<file path="src/rtl/shift_sequencer_pkg.sv">
// Shared encodings for the shift sequencer: shift modes, direction and FSM states.
package shift_seq_pkg;

    localparam logic [1:0] MODE_LOG = 2'b00;
    localparam logic [1:0] MODE_ARI = 2'b01;
    localparam logic [1:0] MODE_ROT = 2'b10;

    localparam logic DIR_LEFT  = 1'b0;
    localparam logic DIR_RIGHT = 1'b1;

    typedef enum logic [1:0] {
        IDLE = 2'd0,
        RUN  = 2'd1,
        DONE = 2'd2
    } state_e;

endpackage

</file>
<file path="src/rtl/shift_sequencer_if.sv">
// Command/status bundle between the control front end and the shift sequencer.
interface shift_sequencer_if #(
    parameter int WIDTH = 43,
    parameter int CNT_W = 6
);
    logic             load;
    logic [WIDTH-1:0] load_value;
    logic             start;
    logic             dir;
    logic [1:0]       mode;
    logic [CNT_W-1:0] steps;
    logic             abort;
    logic             busy;
    logic             done;
    logic [WIDTH-1:0] out_value;
    logic             zero_flag;

    modport master (
        output load, load_value, start, dir, mode, steps, abort,
        input  busy, done, out_value, zero_flag
    );

    modport slave (
        input  load, load_value, start, dir, mode, steps, abort,
        output busy, done, out_value, zero_flag
    );
endinterface

</file>
<file path="src/rtl/shift_sequencer_step.sv">
// Purely combinational single shift step; every variant is wired bit by bit so no barrel logic is built.
module shift_step
    import shift_seq_pkg::*;
#(
    parameter int WIDTH  = 43,
    parameter int STEP_L = 1,
    parameter int STEP_R = 3
) (
    input  logic [WIDTH-1:0] x,
    input  logic             dir,
    input  logic [1:0]       mode,
    output logic [WIDTH-1:0] y
);

    logic [WIDTH-1:0] shl;
    logic [WIDTH-1:0] shr;
    logic [WIDTH-1:0] sra;
    logic [WIDTH-1:0] rol;
    logic [WIDTH-1:0] ror;

    genvar gi;
    generate
        for (gi = 0; gi < WIDTH; gi++) begin : g_bit
            if (gi >= STEP_L) begin : g_shl_src
                assign shl[gi] = x[gi-STEP_L];
            end else begin : g_shl_fill
                assign shl[gi] = 1'b0;
            end

            // Vacated top bits take zero (logical) or the sign bit (arithmetic).
            if (gi + STEP_R < WIDTH) begin : g_shr_src
                assign shr[gi] = x[gi+STEP_R];
                assign sra[gi] = x[gi+STEP_R];
            end else begin : g_shr_fill
                assign shr[gi] = 1'b0;
                assign sra[gi] = x[WIDTH-1];
            end

            assign rol[gi] = x[(gi + WIDTH - STEP_L) % WIDTH];
            assign ror[gi] = x[(gi + STEP_R) % WIDTH];
        end
    endgenerate

    // Mode 2'b11 is not decoded and therefore falls through to logical.
    always_comb begin
        y = shl;
        if (mode == MODE_ROT) begin
            y = (dir == DIR_RIGHT) ? ror : rol;
        end else if (dir == DIR_RIGHT) begin
            y = (mode == MODE_ARI) ? sra : shr;
        end
    end

endmodule

</file>
<file path="src/rtl/shift_sequencer.sv">
// Counted multi-step shifter: load a value, then run `steps` shift steps with start/busy/done handshake and abort.
module shift_sequencer
    import shift_seq_pkg::*;
#(
    parameter int WIDTH  = 43,
    parameter int STEP_L = 1,
    parameter int STEP_R = 3,
    parameter int CNT_W  = 6
) (
    input  logic            clk,
    input  logic            rst_n,
    shift_sequencer_if.slave bus
);

    state_e           state_q, state_d;
    logic [CNT_W-1:0] rem_q, rem_d;
    logic             dir_q, dir_d;
    logic [1:0]       mode_q, mode_d;
    logic [WIDTH-1:0] value_q, value_d;
    logic [WIDTH-1:0] step_y;

    shift_step #(
        .WIDTH  (WIDTH),
        .STEP_L (STEP_L),
        .STEP_R (STEP_R)
    ) u_step (
        .x    (value_q),
        .dir  (dir_q),
        .mode (mode_q),
        .y    (step_y)
    );

    always_ff @(posedge clk or negedge rst_n) begin
        if (!rst_n) begin
            state_q <= IDLE;
            rem_q   <= '0;
            dir_q   <= DIR_LEFT;
            mode_q  <= MODE_LOG;
            value_q <= '0;
        end else begin
            state_q <= state_d;
            rem_q   <= rem_d;
            dir_q   <= dir_d;
            mode_q  <= mode_d;
            value_q <= value_d;
        end
    end

    always_comb begin
        state_d = state_q;
        rem_d   = rem_q;
        dir_d   = dir_q;
        mode_d  = mode_q;
        value_d = value_q;

        unique case (state_q)
            IDLE: begin
                // load wins over a start in the same cycle
                if (bus.load) begin
                    value_d = bus.load_value;
                end else if (bus.start) begin
                    dir_d   = bus.dir;
                    mode_d  = bus.mode;
                    rem_d   = bus.steps;
                    state_d = (bus.steps != '0) ? RUN : DONE;
                end
            end

            RUN: begin
                if (bus.abort) begin
                    rem_d   = '0;
                    state_d = IDLE;
                end else begin
                    value_d = step_y;
                    rem_d   = rem_q - CNT_W'(1);
                    if (rem_q == CNT_W'(1)) begin
                        state_d = DONE;
                    end
                end
            end

            DONE: begin
                state_d = IDLE;
            end

            default: begin
                state_d = IDLE;
            end
        endcase
    end

    assign bus.busy      = (state_q != IDLE);
    assign bus.done      = (state_q == DONE);
    assign bus.out_value = value_q;
    assign bus.zero_flag = (value_q == '0);

endmodule

</file>
<file path="src/flat_wrapper.sv">
// flat-port wrapper written by rule: the top's interface ports become plain ports
module shift_sequencer_flat import shift_seq_pkg::*;
#(
    parameter int WIDTH  = 43,
    parameter int STEP_L = 1,
    parameter int STEP_R = 3,
    parameter int CNT_W  = 6
)
  (clk, rst_n, bus_load, bus_load_value, bus_start, bus_dir, bus_mode, bus_steps, bus_abort, bus_busy, bus_done, bus_out_value, bus_zero_flag);
  shift_sequencer_if #(.WIDTH(WIDTH), .CNT_W(CNT_W)) bus_i ();
  input  logic clk;
  input  logic rst_n;
  input wire logic [$bits(bus_i.load)-1:0] bus_load;
  input wire logic [$bits(bus_i.load_value)-1:0] bus_load_value;
  input wire logic [$bits(bus_i.start)-1:0] bus_start;
  input wire logic [$bits(bus_i.dir)-1:0] bus_dir;
  input wire logic [$bits(bus_i.mode)-1:0] bus_mode;
  input wire logic [$bits(bus_i.steps)-1:0] bus_steps;
  input wire logic [$bits(bus_i.abort)-1:0] bus_abort;
  output wire logic [$bits(bus_i.busy)-1:0] bus_busy;
  output wire logic [$bits(bus_i.done)-1:0] bus_done;
  output wire logic [$bits(bus_i.out_value)-1:0] bus_out_value;
  output wire logic [$bits(bus_i.zero_flag)-1:0] bus_zero_flag;
  assign bus_i.load = bus_load;
  assign bus_i.load_value = bus_load_value;
  assign bus_i.start = bus_start;
  assign bus_i.dir = bus_dir;
  assign bus_i.mode = bus_mode;
  assign bus_i.steps = bus_steps;
  assign bus_i.abort = bus_abort;
  assign bus_busy = bus_i.busy;
  assign bus_done = bus_i.done;
  assign bus_out_value = bus_i.out_value;
  assign bus_zero_flag = bus_i.zero_flag;
  shift_sequencer #(.WIDTH(WIDTH), .STEP_L(STEP_L), .STEP_R(STEP_R), .CNT_W(CNT_W)) u_core (.clk(clk), .rst_n(rst_n), .bus(bus_i));
endmodule
</file>
<file path="config.mk">
export PLATFORM = sky130hd
export DESIGN_NAME = shift_sequencer_flat
export DESIGN_NICKNAME = d
export VERILOG_FILES = /design/src/rtl/shift_sequencer_pkg.sv /design/src/rtl/shift_sequencer_if.sv /design/src/rtl/shift_sequencer_step.sv /design/src/rtl/shift_sequencer.sv /design/src/flat_wrapper.sv
export SDC_FILE = /design/constraint.sdc
export NUM_CORES = 1
export LEC_CHECK = 0
export CAP_MARGIN = 20
export CELL_PAD_IN_SITES_DETAIL_PLACEMENT = 0
export CELL_PAD_IN_SITES_GLOBAL_PLACEMENT = 1
export CORE_ASPECT_RATIO = 1.75
export CORE_MARGIN = 5
export CORE_UTILIZATION = 34
export CTS_CLUSTER_DIAMETER = 60
export DETAILED_ROUTE_END_ITERATION = 10
export PLACE_DENSITY = 0.86
export SYNTH_ARGS = -nofsm -noshare
export SYNTH_HDL_FRONTEND = slang
export SYNTH_SLANG_ARGS = --single-unit
export TNS_END_PERCENT = 10
</file>
<file path="constraint.sdc">
create_clock -name clk -period 1.7 [get_ports clk]
set_input_delay 0.34 -clock clk [delete_from_list [all_inputs] [get_ports clk]]
set_output_delay 0.34 -clock clk [all_outputs]
set_load 0.02 [all_outputs]
</file>
=== Word-level counts from Yosys, hierarchy flattened ===
Cells that the tools add are included.

* Register bits: 54
* Output and inout bits: 46
* Word-level logic and storage cells: 46

* Add/subtract/negate cells: 1
* Eq/ne operators: 11
* Multiplexer cells: 17
* Bitwise logic cells: 1
* Reductions and logical operators: 10

{| class="wikitable"
|+ Operators by type and width
! operator !! count
|-
| two-way mux 43 bit || 6
|-
| one-hot mux 43 bit (2 select lines) || 1
|-
| logical NOT 43 bit || 1
|-
| two-way mux 6 bit || 3
|-
| one-hot mux 6 bit (2 select lines) || 1
|-
| AND reduction 3 bit || 4
|-
| two-way mux 2 bit || 5
|-
| inequality test 2 bit, second input constant || 4
|-
| == test 6 x 1 -> 1 bit, second input constant || 1
|-
| nonzero test 6 bit || 1
|-
| subtractor 6 x 1 -> 6 bit, second input constant || 1
|-
| == test 2 x 1 -> 1 bit, second input constant || 2
|-
| == test 2 bit, second input constant || 2
|-
| inequality test 4 bit, second input constant || 1
|-
| one-hot mux 2 bit (2 select lines) || 1
|-
| AND reduction 4 bit || 1
|-
| nonzero test 2 bit || 2
|-
| inequality test 3 x 2 -> 1 bit, second input constant || 1
|-
| logical NOT 2 bit || 1
|-
| NOT 1 bit || 1
|}

=== Logic depth before layout (Yosys ltp) ===
* Depth after elaboration: 6
* Gate-level depth with buffers: 7
* Depth with buffers taken out: 5

=== Modules after synthesis ===
Synthesis repeated with hierarchy kept, for this count alone.

* Cell total of the unflattened synthesis: 378
* Area total of the unflattened synthesis: 3288.2 µm²

{| class="wikitable"
|+ By module, submodules not included
! module !! instances !! cells each !! area an instance (µm²)
|-
| shift_sequencer || 1 || 320 || 2646.3
|-
| shift_step || 1 || 58 || 641.9
|}

=== Worst setup path after synthesis ===
Ideal clock, no wire load.

* Path kind: reg2out
* From: register u_core.value_q[1] (netlist: u_core.bus.out_value[1])
* To: output bus_zero_flag
* Data arrival time: 1379 ps
* Data required time: 1360 ps
* Setup slack: -19 ps
* Stages on the path, launching flop included: 4
* Cells stage by stage: dfrtp_1 -> nor4_1 -> nand4_1 -> nor3_1

* Longest elaborated chain between the ends: 1

{| class="wikitable"
|+ Ends and longest elaborated chain
! item !! line !! source
|-
| start: declaration || shift_sequencer.sv:19 || <nowiki>logic [WIDTH-1:0] value_q, value_d;</nowiki>
|-
| start signal: assignment || shift_sequencer.sv:45 || <nowiki>value_q <= value_d;</nowiki>
|-
| logical NOT 43 bit || shift_sequencer.sv:95 || <nowiki>assign bus.zero_flag = (value_q == '0);</nowiki>
|-
| end: declaration || flat_wrapper.sv:23 || <nowiki>output wire logic [$bits(bus_i.zero_flag)-1:0] bus_zero_flag;</nowiki>
|}

Every way passes these cells.

=== Final worst setup path ===
* From: register u_core.value_q[38] (netlist: u_core.bus.out_value[38])
* To: output bus_zero_flag

The elaborated chain is that of the path after synthesis.

==> flow_summary.json <==
{
  "status": "complete, but fails checks",
  "violations": "setup timing",
  "ant_nets": 0,
  "setup_tns_ns": -0.233,
  "first_global_vias": 3276,
  "fin_skew_ns": 0.00527,
  "nFillCells": 913,
  "clk_path_buf_depth": 2,
  "drc": 0,
  "cts_setup_buffers": 0,
  "critPathMaxFanout": 2,
  "syn_inst": 374,
  "fin_crit_ns": 1.93,
  "start_util": 0.346,
  "p_sw_frac": 0.422,
  "final_cell_area_um2": 4930,
  "r2r_cells": 6,
  "critical-path-top-delay-family": "simple AND/OR/NAND/NOR gates",
  "dieArea_um2": 11700,
  "cts_sinks": 54,
  "final_hold_viol_count": 0,
  "r2r-start": "u_core.state_q[1]",
  "diodes": 0,
  "cp_cell_sequence": "nor4_2 -> buf_4 -> nand4_1 -> nor3_2 -> buf_4",
  "seqPwrFrac": 0.283,
  "cts_buffers": 5,
  "grtUsageTotal": 0.177,
  "coreArea_um2": 9410,
  "r2r_end": "u_core.bus.out_value[42]",
  "reg2reg_slack_ns": 0.15,
  "cap_violations": 0,
  "grt_start_max_net_pins": 48,
  "io_pins": 103,
  "grt_first_pass_wirelength_mm": 16.7,
  "yosysTopAreaCell": "dfrtp_1",
  "fin_nets": 578,
  "utilization": 0.524,
  "cp_common_cell": "buf_4",
  "required_ns": 1.36,
  "drt_wl_total_mm": 10.3,
  "hp-class": "input pin to async pin",
  "die_w_um": 84.0,
  "ys_async_sr_fraction": 1.00,
  "rsz0062_at_grt": "true",
  "clockRootBuffer": "clkbuf_16",
  "slew_viol_final": 0,
  "p_leak_nw": 2.21,
  "wl_per_cell_um": 16.0,
  "ys_seq_elements": 54,
  "yosysWarnings": 0,
  "critical_path_arrival_ns": 1.59,
  "setup_violations": 1,
  "clk_latency_ns": 0.29,
  "clkTransAtPathRegs_ns": 0.07,
  "cts_tree": "built",
  "relSlewSlack": 0.745,
  "irDropWorstVdd_mv": 0.917,
  "dp_slack_ns": -0.533,
  "cp.buffers_inverters": 2,
  "cp_slowest_cell": "dfrtp_1",
  "clockPowerShare": 0.146,
  "overflow": 0,
  "cp-end-kind": "output port",
  "h-tree-depth": 2,
  "syn_avg_cell_area_um2": 8.70,
  "synth-edff-count": 0,
  "p_int_mw": 4.19,
  "synth.distinct_cells": 40,
  "hpwl_mm": 8.09,
  "synth.area.top_cells": "dfrtp_1 42%, mux2i_1 12%, nand2_1 11%, o21ai_0 7.1%, o21ai_2 4.8%",
  "area_delta_synth_final_pct": 51.6,
  "vias": 3203,
  "max_freq_mhz": 517,
  "place_congestion": 0.906,
  "path_class": "flop to output port",
  "worstMarginPinSlew_ns": 0.377,
  "setup.worst_path.start_class": "flop",
  "synth_fp_nets": 433,
  "via_per_inst": 4.99,
  "die_h_um": 139,
  "rows": 47,
  "fin_crit_sh": 1.14,
  "place_area_um2": 4810,
  "power_density_nw_per_um2": 1470,
  "combPwrFrac": 0.571,
  "p_sw_mw": 3.06,
  "drt_iter0_drc": 133,
  "fin_ws_ns": -0.233,
  "final_layout_size_suffix_gt1_frac": 0.194,
  "first_pass_iters": 4,
  "antenna_found_initial": 0,
  "yosysTopAreaCellShare": 0.415,
  "slowest_delay_ns": 0.40,
  "ys_seq_area_frac": 0.415,
  "syn_area_um2": 3260,
  "port_buffers": 102,
  "ys.flop_type": "dfrtp_1"
}
==> what timing repair did <==
item	in CTS	in global routing
gates resized for setup	54	2
pin swaps	2	0
hold buffers	1	0
endpoints found under the hold margin	7	0
cloned	0	0
setup endpoints to repair	46	1
==> power groups by stage <==
stage	sequential (mW)	combinational (mW)	clock, mW
final	2.05	4.14	1.06
after global routing	2.12	4.51	1.14
after CTS	2.04	4.18	1.09
after detailed placement	2.05	4.46	0
after global placement	2.02	4.41	0
after floorplan	2.72	1.58	0
==> synthesized netlist by cell type, types with 3 or more instances <==
cell and count:
clkbuf_1 7, buf_4 4, o21ai_1 26, nor2_1 6, dfrtp_1 54, a22oi_1 3, a21oi_1 4, nor4_1 10
buf_6 7, mux2i_1 39, inv_1 7, nor2b_1 5, nand2_1 93, a31oi_1 5, buf_2 8, nor3_1 4
o21ai_2 18, o21ai_0 46
==> final cells by class <==
cell class                 count  area (um^2)  area share
clock buffer                   6          139      0.0281
clock inverter                 2         16.3     0.00330
inverter                       7         26.3     0.00532
multi-input combinational    287         1750       0.354
sequential                    54         1360       0.275
tap                          122          153      0.0309
timing repair buffer         164         1500       0.304
==> state kept, by name, summed over array words and instances (netlist names) <==
name                  flops
u_core.dir_q              1
u_core.state_q            2
u_core.mode_q             2
u_core.rem_q              6
u_core.bus.out_value     43
==> worst max-delay path by stage <==
stage	to	start	cells after the start	slack, ns
3_5_place_dp	bus_zero_flag	u_core.bus.out_value[1]	5	-0.53
2_1_floorplan	bus_zero_flag	u_core.bus.out_value[1]	3	0.12
3_3_place_gp	bus_zero_flag	u_core.bus.out_value[1]	5	-0.48
4_1_cts	bus_zero_flag	u_core.bus.out_value[38]	5	-0.28
6_report	bus_zero_flag	u_core.bus.out_value[38]	5	-0.23
5_1_grt	bus_zero_flag	u_core.bus.out_value[38]	5	-0.33
==> through the flow <==
step / total power [mW] / hold slack, ns / cells
finish: 7.25 / 0.459 / 642
global route: 7.77 / 0.475 / 642
CTS: 7.31 / 0.466 / 642
detailed placement: 6.51 / 0.229 / 634
global placement: 6.43 / 0.222 / 634
floorplan: 4.31 / 0.0444 / 374
==> kinds of logic after synthesis <==
kind of cell,after synthesis,synth area share
adders and majority gates,2,0.00769
DFF,54,0.415
and+or+nand+nor,132,0.184
buffers and inverters,33,0.0619
muxes,39,0.120
AOI/OAI and AO/OA,114,0.211
==> layer usage <==
| layer | vias up | wire length [um] | global-route usage |
|---|---|---|---|
| met5 | - | 0 | 0 |
| met4 | 0 | 282 | 0.0593 |
| met3 | 19 | 413 | 0.0325 |
| met2 | 88 | 5850 | 0.350 |
| met1 | 1483 | 3750 | 0.181 |
| li1 | 1613 | - | - |
==> placed cells by master, fill, tap and decap left out, types with 4 or more instances in the layout <==
cell              n
nand2_1          93
buf_4            56
clkdlybuf4s50_1  55
dfrtp_1          51
o21ai_0          46
dlygate4sd2_1    45
mux2i_1          39
o21ai_1          26
o21ai_2          18
inv_1             7
nor4_1            6
nor2_1            6
buf_12            6
nor2b_1           5
a31oi_1           5
clkbuf_16         5
nor4_2            4
a21oi_1           4
Power figures use the tool's default switching activity.
